<file path="config.mk">
export PLATFORM = sky130hd
export DESIGN_NAME = mux_nto1_pipe_flat
export DESIGN_NICKNAME = d
export VERILOG_FILES = /design/src/rtl/mux_nto1_pipe_if.sv /design/src/rtl/mux_nto1_pipe.sv /design/src/flat_wrapper.sv
export SDC_FILE = /design/constraint.sdc
export NUM_CORES = 1
export LEC_CHECK = 0
export CORE_MARGIN = 1
export CORE_UTILIZATION = 37
export DETAILED_ROUTE_END_ITERATION = 8
export PLACE_DENSITY = 0.83
export SLEW_MARGIN = 20
export SYNTH_ARGS = -nofsm -noshare
export SYNTH_HDL_FRONTEND = slang
export SYNTH_SLANG_ARGS = --single-unit
export TNS_END_PERCENT = 50
</file>
<file path="constraint.sdc">
create_clock -name clk -period 1.48 [get_ports clk]
set_input_delay 0.222 -clock clk [delete_from_list [all_inputs] [get_ports clk]]
set_output_delay 0.222 -clock clk [all_outputs]
set_load 0.005 [all_outputs]
</file>
<file path="src/rtl/mux_nto1_pipe_if.sv">
// Handshake bundle for mux_nto1_pipe: upstream word/select offer, downstream
// registered output, flush and the sticky select-error flag.
interface mux_nto1_pipe_if #(
  parameter int Nbit = 32,
  parameter int NIN  = 4,
  parameter int SELW = 2
);
  logic                 flush;
  logic                 in_valid;
  logic                 in_ready;
  logic [SELW-1:0]      mux_sel;
  logic [Nbit*NIN-1:0]  data_in;
  logic                 out_valid;
  logic                 out_ready;
  logic [Nbit-1:0]      Data_out;
  logic [SELW-1:0]      sel_out;
  logic                 sel_err;

  modport master (
    output flush, in_valid, mux_sel, data_in, out_ready,
    input  in_ready, out_valid, Data_out, sel_out, sel_err
  );

  modport slave (
    input  flush, in_valid, mux_sel, data_in, out_ready,
    output in_ready, out_valid, Data_out, sel_out, sel_err
  );
endinterface

</file>
<file path="src/rtl/mux_nto1_pipe.sv">
// Parametrised N-to-1 selector with a registered output stage and a 2-entry
// skid buffer; ready toward upstream depends only on registered state.
module mux_nto1_pipe #(
  parameter int Nbit = 32,
  parameter int NIN  = 4,
  parameter int SELW = 2
) (
  input  logic           clk,
  input  logic           reset,
  mux_nto1_pipe_if.slave bus
);

  localparam logic [SELW:0] NIN_W = (SELW+1)'(NIN);

  // Out-of-range selects yield an all-zero word.
  function automatic logic [Nbit-1:0] pick_word(
    input logic [SELW-1:0]     sel,
    input logic [Nbit*NIN-1:0] din
  );
    logic [Nbit-1:0] w;
    w = '0;
    for (int k = 0; k < NIN; k++) begin
      w = (sel == SELW'(k)) ? din[k*Nbit +: Nbit] : w;
    end
    return w;
  endfunction

  logic [Nbit-1:0] o_data_q, o_data_d;
  logic [SELW-1:0] o_sel_q,  o_sel_d;
  logic            o_valid_q, o_valid_d;
  logic [Nbit-1:0] s_data_q, s_data_d;
  logic [SELW-1:0] s_sel_q,  s_sel_d;
  logic            s_valid_q, s_valid_d;
  logic            sel_err_q, sel_err_d;

  logic            accept_s;
  logic            sel_oor_s;
  logic [Nbit-1:0] new_word_s;

  assign accept_s   = bus.in_valid & ~s_valid_q;
  assign sel_oor_s  = ({1'b0, bus.mux_sel} >= NIN_W);
  assign new_word_s = pick_word(bus.mux_sel, bus.data_in);

  // Next-state for output/skid entries; flush beats any same-cycle accept.
  always_comb begin
    o_data_d  = o_data_q;
    o_sel_d   = o_sel_q;
    o_valid_d = o_valid_q;
    s_data_d  = s_data_q;
    s_sel_d   = s_sel_q;
    s_valid_d = s_valid_q;
    sel_err_d = sel_err_q;
    if (bus.flush) begin
      o_valid_d = 1'b0;
      s_valid_d = 1'b0;
    end else begin
      sel_err_d = sel_err_q | (accept_s & sel_oor_s);
      if (~o_valid_q | bus.out_ready) begin
        // An accept can never coincide with a full skid since in_ready is low.
        if (s_valid_q) begin
          o_data_d  = s_data_q;
          o_sel_d   = s_sel_q;
          o_valid_d = 1'b1;
          s_valid_d = 1'b0;
        end else if (accept_s) begin
          o_data_d  = new_word_s;
          o_sel_d   = bus.mux_sel;
          o_valid_d = 1'b1;
        end else begin
          o_valid_d = 1'b0;
        end
      end else begin
        if (accept_s) begin
          s_data_d  = new_word_s;
          s_sel_d   = bus.mux_sel;
          s_valid_d = 1'b1;
        end else begin
          s_valid_d = s_valid_q;
        end
      end
    end
  end

  // State registers with synchronous reset.
  always_ff @(posedge clk) begin
    if (reset) begin
      o_data_q  <= '0;
      o_sel_q   <= '0;
      o_valid_q <= 1'b0;
      s_data_q  <= '0;
      s_sel_q   <= '0;
      s_valid_q <= 1'b0;
      sel_err_q <= 1'b0;
    end else begin
      o_data_q  <= o_data_d;
      o_sel_q   <= o_sel_d;
      o_valid_q <= o_valid_d;
      s_data_q  <= s_data_d;
      s_sel_q   <= s_sel_d;
      s_valid_q <= s_valid_d;
      sel_err_q <= sel_err_d;
    end
  end

  assign bus.in_ready  = ~s_valid_q;
  assign bus.out_valid = o_valid_q;
  assign bus.Data_out  = o_data_q;
  assign bus.sel_out   = o_sel_q;
  assign bus.sel_err   = sel_err_q;

endmodule

</file>
<file path="src/flat_wrapper.sv">
// flat-port wrapper written by rule: the top's interface ports become plain ports
module mux_nto1_pipe_flat 
#(
  parameter int Nbit = 32,
  parameter int NIN  = 4,
  parameter int SELW = 2
)
  (clk, reset, bus_flush, bus_in_valid, bus_mux_sel, bus_data_in, bus_out_ready, bus_in_ready, bus_out_valid, bus_Data_out, bus_sel_out, bus_sel_err);
  mux_nto1_pipe_if #(.Nbit(Nbit), .NIN(NIN), .SELW(SELW)) bus_i ();
  input  logic clk;
  input  logic reset;
  input wire logic [$bits(bus_i.flush)-1:0] bus_flush;
  input wire logic [$bits(bus_i.in_valid)-1:0] bus_in_valid;
  input wire logic [$bits(bus_i.mux_sel)-1:0] bus_mux_sel;
  input wire logic [$bits(bus_i.data_in)-1:0] bus_data_in;
  input wire logic [$bits(bus_i.out_ready)-1:0] bus_out_ready;
  output wire logic [$bits(bus_i.in_ready)-1:0] bus_in_ready;
  output wire logic [$bits(bus_i.out_valid)-1:0] bus_out_valid;
  output wire logic [$bits(bus_i.Data_out)-1:0] bus_Data_out;
  output wire logic [$bits(bus_i.sel_out)-1:0] bus_sel_out;
  output wire logic [$bits(bus_i.sel_err)-1:0] bus_sel_err;
  assign bus_i.flush = bus_flush;
  assign bus_i.in_valid = bus_in_valid;
  assign bus_i.mux_sel = bus_mux_sel;
  assign bus_i.data_in = bus_data_in;
  assign bus_i.out_ready = bus_out_ready;
  assign bus_in_ready = bus_i.in_ready;
  assign bus_out_valid = bus_i.out_valid;
  assign bus_Data_out = bus_i.Data_out;
  assign bus_sel_out = bus_i.sel_out;
  assign bus_sel_err = bus_i.sel_err;
  mux_nto1_pipe #(.Nbit(Nbit), .NIN(NIN), .SELW(SELW)) u_core (.clk(clk), .reset(reset), .bus(bus_i));
endmodule
</file>
**After elaboration in Yosys (flattened, before gate mapping)**

Cells that the tools add are included.

- Eq/ne operators: 3
- Mux-type cells: 10
- Bitwise logic cells: 6
- Reductions and logical operators: 6

Operators by type and width:

| kind | number |
|---|---|
| two-way mux 32 bit | 6 |
| AND reduction 3 bit | 2 |
| equality test 2 bit (second input constant) | 2 |
| two-way mux 2 bit | 2 |
| inverter 1 bit | 4 |
| OR reduction 3 bit | 1 |
| equality test 2 x 1 -> 1 bit (second input constant) | 1 |
| logical NOT 2 bit | 1 |
| two-way mux 1 bit | 2 |
| nonzero test 2 bit | 1 |
| OR reduction 2 bit | 1 |
| AND 1 bit | 1 |
| bitwise OR 1 bit | 1 |

- Register bits after elaboration: 70
- Input port bits: 135
- Output and inout port bits: 37
- Logic and storage cells: 31

**Depth between registers and ports, before layout**

Gate-level depths: netlist of run 1.

- Word-level depth: 7
- Gate-level depth with buffers: 6

**Worst setup path after synthesis of run 1**

Ideal clock, no wire load.

- Path type: reg2reg
- Start point: register u_core.s_valid_q
- End point: register u_core.s_data_q[0]
- Arrival time: 1,316 ps
- Setup slack: 48 ps
- Cell stages (with the launch flop): 6
- Path through: dfxtp_1 > buf_2 > nor4b_4 > a21oi_1 > buf_2 > a22o_1

- Word-level cells in the longest chain between the ends: 3

RTL lines:

| what | line | source |
|---|---|---|
| start, declared | mux_nto1_pipe.sv:33 | `logic s_valid_q, s_valid_d;` |
| start signal, assigned | mux_nto1_pipe.sv:100 | `s_valid_q <= s_valid_d;` |
| inverter 1 bit | mux_nto1_pipe.sv:40 | `assign accept_s = bus.in_valid & ~s_valid_q;` |
| AND 1 bit | mux_nto1_pipe.sv:40 |  |
| AND reduction 3 bit (no line) | - |  |
| end signal, assigned | mux_nto1_pipe.sv:98 | `s_data_q <= s_data_d;` |
| end, declared | mux_nto1_pipe.sv:31 | `logic [Nbit-1:0] s_data_q, s_data_d;` |

Every way passes these cells.
A chain may end at the register's enable or synchronous reset.

**Worst setup path in the final report of run 1**

- Start point: register u_core.s_valid_q
- End point: register u_core.s_data_q[8]

Same word-level chain as after synthesis.

==> impl_metrics.py, run 1 <==
metrics = {
    "sta": {
        "clock.fmax_ghz": 0.651,
        "postLayoutSetupSlackWorst_ns": -0.0553,
        "relSlewSlack_pct": 65.8,
        "rsz0062_at_grt": "true",
        "report.final.slew_viol_count": 0,
        "period_minus_slack_ns": 1.54,
        "finalCritPeriodShare_pct": 104,
        "skew_ns": 0.00665,
        "tightest_slew_ns": 0.513,
        "finalSetupViolCount": 32,
        "finalHoldViolCount": 0,
        "setup_tns_ns": -1.19,
    },
    "power": {
        "peakVddDrop_mv": 0.461,
        "p_seq_share_pct": 43.3,
        "internal_power_mw": 3.49,
        "swShare_pct": 24.7,
        "p_sw_mw": 1.14,
        "leakage_nw": 2.11,
        "p_clk_share_pct": 32.6,
        "combPwrFrac_pct": 24.2,
        "pwr_density_cell_mw_per_mm2": 807,
    },
    "routing": {
        "drt-initial-drc-count": 260,
        "dr.pass1.iters": 5,
        "vias_per_cell": 5.65,
        "drc": 0,
        "wl_per_cell_um": 18.1,
        "ant_nets": 0,
        "num_vias": 3575,
        "drt_wl_total_um": 11500,
    },
    "cells_and_area": {
        "num_antenna_cells": 0,
        "final_cell_mix": "161 x clkdlybuf4s50_1, 67 x dfxtp_1, 64 x nand2_1",
        "finish.instance_area_sq_mm": 0.00574,
        "layout-drive-gt1-share_pct": 18.7,
        "fin_cells": 633,
        "nets": 635,
        "fillers": 767,
        "syn2layout_area_growth_pct": 59.4,
        "final_common_cell": "clkdlybuf4s50_1",
    },
    "worst_setup_path": {
        "cp-endpoint": "u_core.s_data_q[8]$_SDFFE_PP0P_",
        "cp-start-kind": "register",
        "critPathMaxStageDelay_ns": 0.58,
        "path_cells": "or4b_4 -> nor3_4 -> buf_4 -> a22o_1",
        "path_depth": 4,
        "critPathTopFamily": "simple AND/OR/NAND/NOR gates",
        "critPathBufInv": 1,
        "rr_startpoint": "u_core.s_valid_q$_SDFFE_PP0P_",
        "critPathArrivalTime_ns": 1.83,
        "setup.worst_path.start": "u_core.s_valid_q$_SDFFE_PP0P_",
        "r2r_end": "u_core.s_data_q[8]$_SDFFE_PP0P_",
        "path_class": "reg -> reg",
        "end_kind": "register",
        "reg2reg_depth": 4,
        "required_ns": 1.77,
        "critPathMaxFanout": 11,
        "reg2reg_slack_ns": -0.06,
        "slowest_stage": "or4b_4",
    },
    "clocking": {
        "numCtsBuffers": 9,
        "cts_sinks": 70,
        "holdBufCountCts": 0,
        "h-tree-depth": 3,
        "cts_root_buffer": "clkbuf_8",
        "cts_tree": "built",
        "clk_latency_ns": 0.35,
        "clk_path_buf_depth": 2,
        "clk_pin_slew_ns": 0.07,
    },
    "placement": {
        "dp_hpwl_um": 8460,
        "dpl.cell_count": 615,
        "pre_cts_ws_ns": -0.477,
        "place_congestion": 0.839,
        "place_area_sq_mm": 0.00551,
        "port_buffers": 170,
    },
    "floorplan": {
        "initial_core_util_pct": 38.6,
        "io_pins": 172,
        "rows": 35,
        "die_w_um": 101,
        "dieArea_sq_mm": 0.0101,
        "core_sq_mm": 0.00933,
        "die_h_um": 101,
    },
    "synthesis": {
        "netlist_instances": 330,
        "yosys-top-cells-area": "dfxtp_1 39%, mux4_2 20%, a22o_1 7.8%, nand2_1 6.7%, a31oi_1 5.9%",
        "yosysTopAreaCell": "dfxtp_1",
        "syn_area_sq_mm": 0.00360,
        "syn_nets": 465,
        "yosysTopAreaCellShare_pct": 38.9,
        "ys_seq_elements": 70,
        "yosysWarnings": 0,
        "syn_avg_cell_area_sq_um": 10.9,
        "ys_types": 27,
        "seq_area_frac_synth_pct": 38.9,
    },
    "status": {
        "violations": "negative setup slack",
        "outcome": "finished, violations left",
    },
    "global_route": {
        "grt-ovfl-total": 0,
        "met1_usage_pct": 28.2,
        "top_usage_layer": "met2",
        "antenna_found_initial": 0,
        "grt_pass1_vias": 3746,
        "grtUsageMet2_pct": 40.1,
        "grt_usage_pct": 23.1,
        "grt_use_met3_pct": 5.62,
        "grt_pass1_wl_um": 18100,
        "grt_max_degree": 35,
    },
    "min_path": {
        "worstHoldStart": "bus_out_ready",
        "hold_depth": 2,
        "hold_path.class": "in -> reg",
    },
    "flow_run": {
        "cap_viol_max_count": 0,
    },
}
## through the flow
step	hold WS [ns]	total power [mW]	utilization, %
CTS	0.246	4.62	61.1
finish	0.250	4.63	61.5
global route	0.255	4.79	61.5
floorplan	0.298	2.51	-
global placement	0.462	3.12	59.1
detailed placement	0.465	3.15	59.1
## kinds of logic (layout without fill, tap and decap cells)
logic type,count (synthesis),count (layout),synth area share [%]
AO/OA/AOI/OAI,106,107,24.2
AND/OR/NAND/NOR,75,75,9.42
flip-flops,70,70,38.9
buffers and inverters,44,217,6.81
multiplexers,34,34,20.6
other,1,1,0.104
## worst reg2reg max path, stage by stage (launching register included)
cell     delay (ns)
dfxtp_2        0.35
or4b_4         0.58
nor3_4         0.18
buf_4          0.22
a22o_1         0.15
## worst min path at each step
| stage | endpoint | slack, ns |
|---|---|---|
| after global routing | u_core.s_valid_q$_SDFFE_PP0P_ | 0.25 |
| after global placement | u_core.s_data_q[13]$_SDFFE_PP0P_ | 0.46 |
| after CTS | u_core.s_valid_q$_SDFFE_PP0P_ | 0.25 |
| after floorplan | u_core.s_valid_q$_SDFFE_PP0P_ | 0.30 |
| final | u_core.s_valid_q$_SDFFE_PP0P_ | 0.25 |
| after detailed placement | u_core.s_data_q[23]$_SDFFE_PP0P_ | 0.47 |
## cell type report
type                       count  area (sq um)  share of cell area (%)
inverter                       3          11.3                   0.196
sequential                    70          1410                    24.5
multi-input combinational    217          1990                    34.7
tap                          129           161                    2.81
timing repair buffer         199          1990                    34.6
clock buffer                  14           153                    2.66
clock inverter                 1          30.0                   0.523
## power groups by stage
| stage | clock network [mW] | logic (mW) | registers [mW] |
|---|---|---|---|
| after floorplan | 0 | 0.467 | 2.05 |
| after global placement | 0 | 1.08 | 2.04 |
| after detailed placement | 0 | 1.11 | 2.05 |
| after CTS | 1.50 | 1.11 | 2.01 |
| after global routing | 1.59 | 1.19 | 2.01 |
| final | 1.51 | 1.12 | 2.01 |
## synth_stat cells (all sizes together)
library cell and number:
a31oi 34, nand2 64, a22o 32, mux4 32, nand2b 2, a211oi 3
inv 3, buf 24, a311oi 32, nor4b 1, nor4 1, mux2i 2
nand3 2, nor3 1, and3 1, or4b 1, clkbuf 17, or2 1
dfxtp 70, o21ai 2, nor2 1, conb 1, a21oi 3
## sequential cells by signal, summed over array words and instances (netlist names)
register / flops
u_core.s_data_q: 32
u_core.s_valid_q: 1
u_core.bus.Data_out: 32
u_core.s_sel_q: 2
u_core.bus.out_valid: 1
u_core.bus.sel_out: 2
## metal layers
| metal | vias to the layer above | share of wire (%) |
|---|---|---|
| met1 | 1726 | 39 |
| met3 | 15 | 7.9 |
| li1 | 1643 | - |
| met4 | 0 | 1.1 |
| met5 | - | 0 |
| met2 | 191 | 52 |
## timing repair
item                                    in CTS  in global routing
setup buffers                                1                  1
gates cloned                                 0                  1
pin swaps                                   20                  2
endpoints found under the setup margin      34                 37
resized for setup                            5                  6
(Power assumes the default switching activity.)
==> run 2: changes to the inputs <==
Settings changed: PLACE_DENSITY 0.83 to not set, PLACE_DENSITY_LB_ADDON set to 0.2.
==> run 2 against run 1 <==
Effect of this change: the run still ends with negative setup slack left; clock skew rose by 0.0040 ns; via count fell by 0.84%; sequential share of layout area fell by 0.21 points; global-route usage fell by 0.24 points; count of clock-buffer cells in the layout fell by 4; sequential power barely moved; cell count rose by 0.79%; critical path depth rose by 1; power rose by 0.62%; cell area rose by 1.3%; hold slack improved by 0.097 ns; critical path type unchanged.
==> impl_metrics.py, run 2 (synthesis results as in run 1) <==
metrics = {
    "status": {
        "outcome": "finished, violations left",
        "violations": "negative setup slack",
    },
    "routing": {
        "drt-initial-drc-count": 213,
        "ant_nets": 0,
        "num_vias": 3545,
        "vias_per_cell": 5.56,
        "dr.pass1.iters": 4,
        "drt_wl_total_um": 11500,
        "drc": 0,
        "wl_per_cell_um": 17.9,
    },
    "worst_setup_path": {
        "path_class": "reg -> reg",
        "path_depth": 5,
        "critPathArrivalTime_ns": 1.88,
        "critPathMaxFanout": 8,
        "end_kind": "register",
        "reg2reg_depth": 5,
        "critPathBufInv": 2,
        "critPathTopFamily": "simple AND/OR/NAND/NOR gates",
        "reg2reg_slack_ns": -0.11,
        "cp-start-kind": "register",
        "slowest_stage": "or4b_4",
        "required_ns": 1.77,
        "rr_startpoint": "u_core.s_valid_q$_SDFFE_PP0P_",
        "setup.worst_path.start": "u_core.s_valid_q$_SDFFE_PP0P_",
        "path_cells": "or4b_4 -> nor3_4 -> buf_4 -> buf_6 -> a22o_1",
        "cp-endpoint": "u_core.s_data_q[29]$_SDFFE_PP0P_",
        "r2r_end": "u_core.s_data_q[29]$_SDFFE_PP0P_",
        "critPathMaxStageDelay_ns": 0.58,
    },
    "cells_and_area": {
        "final_common_cell": "clkdlybuf4s50_1",
        "layout-drive-gt1-share_pct": 20.6,
        "finish.instance_area_sq_mm": 0.00582,
        "fin_cells": 638,
        "final_cell_mix": "158 x clkdlybuf4s50_1, 64 x nand2_1, 64 x dfxtp_1",
        "nets": 639,
        "syn2layout_area_growth_pct": 61.5,
        "num_antenna_cells": 0,
    },
    "sta": {
        "finalSetupViolCount": 33,
        "period_minus_slack_ns": 1.59,
        "finalCritPeriodShare_pct": 107,
        "clock.fmax_ghz": 0.629,
        "tightest_slew_ns": 0.551,
        "rsz0062_at_grt": "true",
        "report.final.slew_viol_count": 0,
        "finalHoldViolCount": 0,
        "postLayoutSetupSlackWorst_ns": -0.109,
        "skew_ns": 0.0106,
        "relSlewSlack_pct": 63.2,
    },
    "clocking": {
        "cts_root_buffer": "clkbuf_8",
        "clk_pin_slew_ns": 0.07,
        "numCtsBuffers": 9,
        "h-tree-depth": 3,
        "clk_latency_ns": 0.35,
        "cts_tree": "built",
        "clk_path_buf_depth": 2,
        "cts_sinks": 70,
    },
    "power": {
        "internal_power_mw": 3.45,
        "swShare_pct": 25.9,
        "peakVddDrop_mv": 0.432,
        "combPwrFrac_pct": 23.6,
        "leakage_nw": 2.20,
        "p_clk_share_pct": 33.4,
        "p_seq_share_pct": 43.0,
        "p_sw_mw": 1.21,
        "pwr_density_cell_mw_per_mm2": 802,
    },
    "floorplan": {
        "io_pins": 172,
        "die_h_um": 101,
        "core_sq_mm": 0.00933,
        "die_w_um": 101,
        "dieArea_sq_mm": 0.0101,
        "initial_core_util_pct": 38.6,
        "rows": 35,
    },
    "global_route": {
        "grt-ovfl-total": 0,
        "antenna_found_initial": 0,
        "grt_usage_pct": 22.9,
        "grt_max_degree": 33,
        "grt_pass1_wl_um": 18000,
        "grt_pass1_vias": 3590,
    },
    "placement": {
        "dp_hpwl_um": 8060,
        "place_congestion": 0.797,
        "port_buffers": 170,
        "place_area_sq_mm": 0.00550,
        "pre_cts_ws_ns": -0.486,
        "dpl.cell_count": 615,
    },
    "flow_run": {
        "cap_viol_max_count": 0,
    },
    "min_path": {
        "hold_path.class": "in -> reg",
        "hold_depth": 4,
    },
}
## run 2: worst min path at each step
stage                                     start                               end  slack, ns
2_1_floorplan                         bus_flush     u_core.s_valid_q$_SDFFE_PP0P_       0.30
6_report                         bus_mux_sel[0]    u_core.s_sel_q[0]$_SDFFE_PP0P_       0.35
3_5_place_dp   u_core.s_data_q[11]$_SDFFE_PP0P_  u_core.s_data_q[11]$_SDFFE_PP0P_       0.46
3_3_place_gp   u_core.s_data_q[14]$_SDFFE_PP0P_  u_core.s_data_q[14]$_SDFFE_PP0P_       0.46
4_1_cts                          bus_mux_sel[1]    u_core.s_sel_q[1]$_SDFFE_PP0P_       0.33
5_1_grt                          bus_mux_sel[1]    u_core.s_sel_q[1]$_SDFFE_PP0P_       0.33
## run 2: per-stage QoR
step           utilization [%]  hold slack [ns]  setup TNS, ns  power, mW
2_1_floorplan                -            0.298              0       2.51
3_3_place_gp              58.9            0.462         -21.14       3.12
3_5_place_dp              58.9            0.463         -24.18       3.14
4_1_cts                   61.5            0.330          -1.48       4.70
5_1_grt                   62.3            0.331          -4.23       4.85
6_report                  62.3            0.347          -2.86       4.66
## run 2: layer usage
layer | routed length [um] | share of wire [%] | track usage [%]
met1 | 4810 | 42 | 29.9
met2 | 5470 | 48 | 37.1
met3 | 1030 | 9.0 | 5.83
met4 | 138 | 1.2 | 7.13
met5 | 0 | 0 | 0
## run 2: power by group through the flow
| stage | combinational, mW | sequential (mW) | clock (mW) |
|---|---|---|---|
| finish | 1.10 | 2.00 | 1.56 |
| global route | 1.18 | 2.01 | 1.66 |
| CTS | 1.11 | 2.00 | 1.58 |
| detailed placement | 1.10 | 2.05 | 0 |
| global placement | 1.08 | 2.04 | 0 |
| floorplan | 0.467 | 2.05 | 0 |
## run 2: tightest hold or removal path, stage by stage
cell and delay, ns:
buf_2 0.13, buf_12 0.16, nand3_1 0.07, a21oi_1 0.06
## run 2: final cells by class
class / instances / area (sq um)
Clock buffer: 10 / 128
Clock inverter: 6 / 71.3
Fill cell: 777 / 3510
Inverter: 3 / 11.3
Multi-Input combinational cell: 217 / 1990
Sequential cell: 70 / 1410
Tap cell: 129 / 161
Timing Repair Buffer: 203 / 2040
## run 2: repair_timing
action,in CTS,in global routing
hold buffers,0,0
buffers inserted,2,2
pin swaps,2,0
gates resized for setup,7,12
gates cloned,1,2
endpoints found under the setup margin,35,44
==> run 3: changes to the inputs <==
Settings changed: GPL_TIMING_DRIVEN set to 0.
==> run 3 against run 2 <==
Effect of this change: the flow still finishes with violations (negative setup slack); cell area down 0.22%; die area unchanged; clock skew down 0.0020 ns; cell count up 1.4%; core utilization down 0.13 points; combinational power about the same; flip-flop and latch count unchanged; sequential power about the same; first-iteration DRC count down 38%; non-clock buffer count up 12; global-route usage up 1.2 points; largest cell class unchanged.
==> impl_metrics.py, run 3 (synthesis results as in run 1) <==
metrics = {
    "global_route": {
        "grt_max_degree": 12,
        "grtUsageMet2_pct": 41.5,
        "antenna_found_initial": 0,
        "top_usage_layer": "met2",
        "grt_pass1_wl_um": 18800,
        "grt-ovfl-total": 0,
        "grt_usage_pct": 24.1,
        "grt_pass1_vias": 3797,
        "met1_usage_pct": 29.4,
        "grt_use_met3_pct": 6.24,
    },
    "floorplan": {
        "die_w_um": 101,
        "dieArea_sq_mm": 0.0101,
        "die_h_um": 101,
        "core_sq_mm": 0.00933,
        "initial_core_util_pct": 38.6,
        "io_pins": 172,
        "rows": 35,
    },
    "flow_run": {
        "cap_viol_max_count": 0,
    },
    "power": {
        "pwr_density_cell_mw_per_mm2": 760,
        "p_clk_share_pct": 29.6,
        "swShare_pct": 26.6,
        "p_sw_mw": 1.17,
        "internal_power_mw": 3.24,
        "finalPower_mw": 4.41,
        "leakage_nw": 2.13,
        "peakVddDrop_mv": 0.330,
        "p_seq_share_pct": 45.5,
        "combPwrFrac_pct": 25.0,
    },
    "worst_setup_path": {
        "critPathArrivalTime_ns": 1.80,
        "critPathMaxFanout": 10,
        "cp-start-kind": "register",
        "reg2reg_depth": 5,
        "end_kind": "register",
        "path_class": "reg -> reg",
        "required_ns": 1.76,
        "r2r_end": "u_core.s_data_q[21]$_SDFFE_PP0P_",
        "reg2reg_slack_ns": -0.04,
        "rr_startpoint": "u_core.bus.out_valid$_SDFFE_PP0P_",
    },
    "cells_and_area": {
        "fin_cells": 647,
        "syn2layout_area_growth_pct": 61.2,
        "fin_util_pct": 62.2,
        "final_common_cell": "clkdlybuf4s50_1",
        "final_cell_mix": "163 x clkdlybuf4s50_1, 67 x dfxtp_1, 64 x nand2_1",
        "layout-drive-gt1-share_pct": 21.6,
        "nets": 650,
        "fillers": 802,
        "finish.instance_area_sq_mm": 0.00580,
        "num_antenna_cells": 0,
    },
    "routing": {
        "drt-initial-drc-count": 132,
        "wl_per_cell_um": 18.6,
        "drt_wl_total_um": 12000,
        "ant_nets": 0,
        "num_vias": 3663,
        "vias_per_cell": 5.66,
        "dr.pass1.iters": 4,
        "drc": 0,
    },
    "min_path": {
        "hold_end": "u_core.s_valid_q$_SDFFE_PP0P_",
        "hold_path.class": "in -> reg",
        "worstHoldStart": "bus_out_ready",
        "hold_depth": 2,
    },
    "placement": {
        "port_buffers": 168,
        "dp_hpwl_um": 8560,
        "place_congestion": 0.811,
        "dpl.cell_count": 627,
        "place_area_sq_mm": 0.00544,
    },
    "sta": {
        "report.final.slew_viol_count": 0,
        "postLayoutSetupSlackWorst_ns": -0.0371,
        "clock.fmax_ghz": 0.659,
        "skew_ns": 0.00864,
        "finalSetupViolCount": 26,
        "finalHoldViolCount": 0,
        "period_minus_slack_ns": 1.52,
        "setup_tns_ns": -0.549,
        "finalCritPeriodShare_pct": 103,
        "rsz0062_at_grt": "true",
    },
    "clocking": {
        "numCtsBuffers": 9,
        "cts_sinks": 70,
        "clk_latency_ns": 0.34,
        "cts_root_buffer": "clkbuf_8",
        "holdBufCountCts": 0,
        "clk_pin_slew_ns": 0.08,
        "clk_path_buf_depth": 2,
        "h-tree-depth": 3,
        "cts_tree": "built",
    },
    "status": {
        "outcome": "finished, violations left",
        "violations": "negative setup slack",
    },
}
==> run 3: worst max-delay path: stages (launching register included) <==
cell and delay (ns):
dfxtp_4 0.37, or4b_4 0.50, nor3_4 0.17, buf_6 0.15, buf_8 0.13, a22o_1 0.12
==> run 3: worst max-delay path by stage <==
stage,end,cells after the start,start,slack [ns]
CTS,u_core.s_data_q[21]$_SDFFE_PP0P_,5,u_core.s_valid_q$_SDFFE_PP0P_,-0.09
floorplan,u_core.s_data_q[0]$_SDFFE_PP0P_,5,u_core.s_valid_q$_SDFFE_PP0P_,0.05
global route,u_core.s_data_q[20]$_SDFFE_PP0P_,5,u_core.bus.out_valid$_SDFFE_PP0P_,-0.10
global placement,u_core.bus.Data_out[13]$_SDFFE_PP0P_,4,reset,-0.63
detailed placement,u_core.bus.Data_out[14]$_SDFFE_PP0P_,4,reset,-0.66
finish,u_core.s_data_q[21]$_SDFFE_PP0P_,5,u_core.bus.out_valid$_SDFFE_PP0P_,-0.04
==> run 3: repair_timing <==
| item | 4_1_cts | 5_1_grt |
|---|---|---|
| endpoints found under the setup margin | 72 | 72 |
| cloned | 0 | 2 |
| resized for setup | 35 | 30 |
| pin swaps | 2 | 5 |
| setup buffers | 4 | 2 |
==> run 3: cell type report <==
| cell class | count | area (sq um) | share of cell area (%) |
|---|---|---|---|
| well taps | 129 | 161 | 2.78 |
| flip-flops and latches | 70 | 1410 | 24.3 |
| plain buffers | 39 | 297 | 5.11 |
| clock inverters | 5 | 28.8 | 0.496 |
| inverters | 3 | 16.3 | 0.280 |
| repair buffers | 176 | 1780 | 30.7 |
| clock buffers | 9 | 124 | 2.13 |
| multi-input cells | 216 | 1990 | 34.2 |
==> run 3: power groups by stage <==
| stage | combinational [mW] | sequential, mW | clock, mW |
|---|---|---|---|
| after CTS | 1.09 | 2.00 | 1.32 |
| after global routing | 1.18 | 2.01 | 1.38 |
| final | 1.10 | 2.00 | 1.30 |
| after detailed placement | 1.08 | 2.04 | 0 |
| after global placement | 1.06 | 2.04 | 0 |
| after floorplan | 0.467 | 2.05 | 0 |
==> run 3: stage by stage <==
stage / worst slack, ns / hold WS (ns)
global route: -0.101 / 0.321
CTS: -0.0867 / 0.273
finish: -0.0371 / 0.283
global placement: -0.626 / 0.461
floorplan: 0.0475 / 0.298
detailed placement: -0.655 / 0.464
==> run 3: routing by layer <==
metal	routed length [um]	share of wire, %
met4	194	1.6
met3	1020	8.5
met2	5920	49
met1	4880	41
met5	0	0
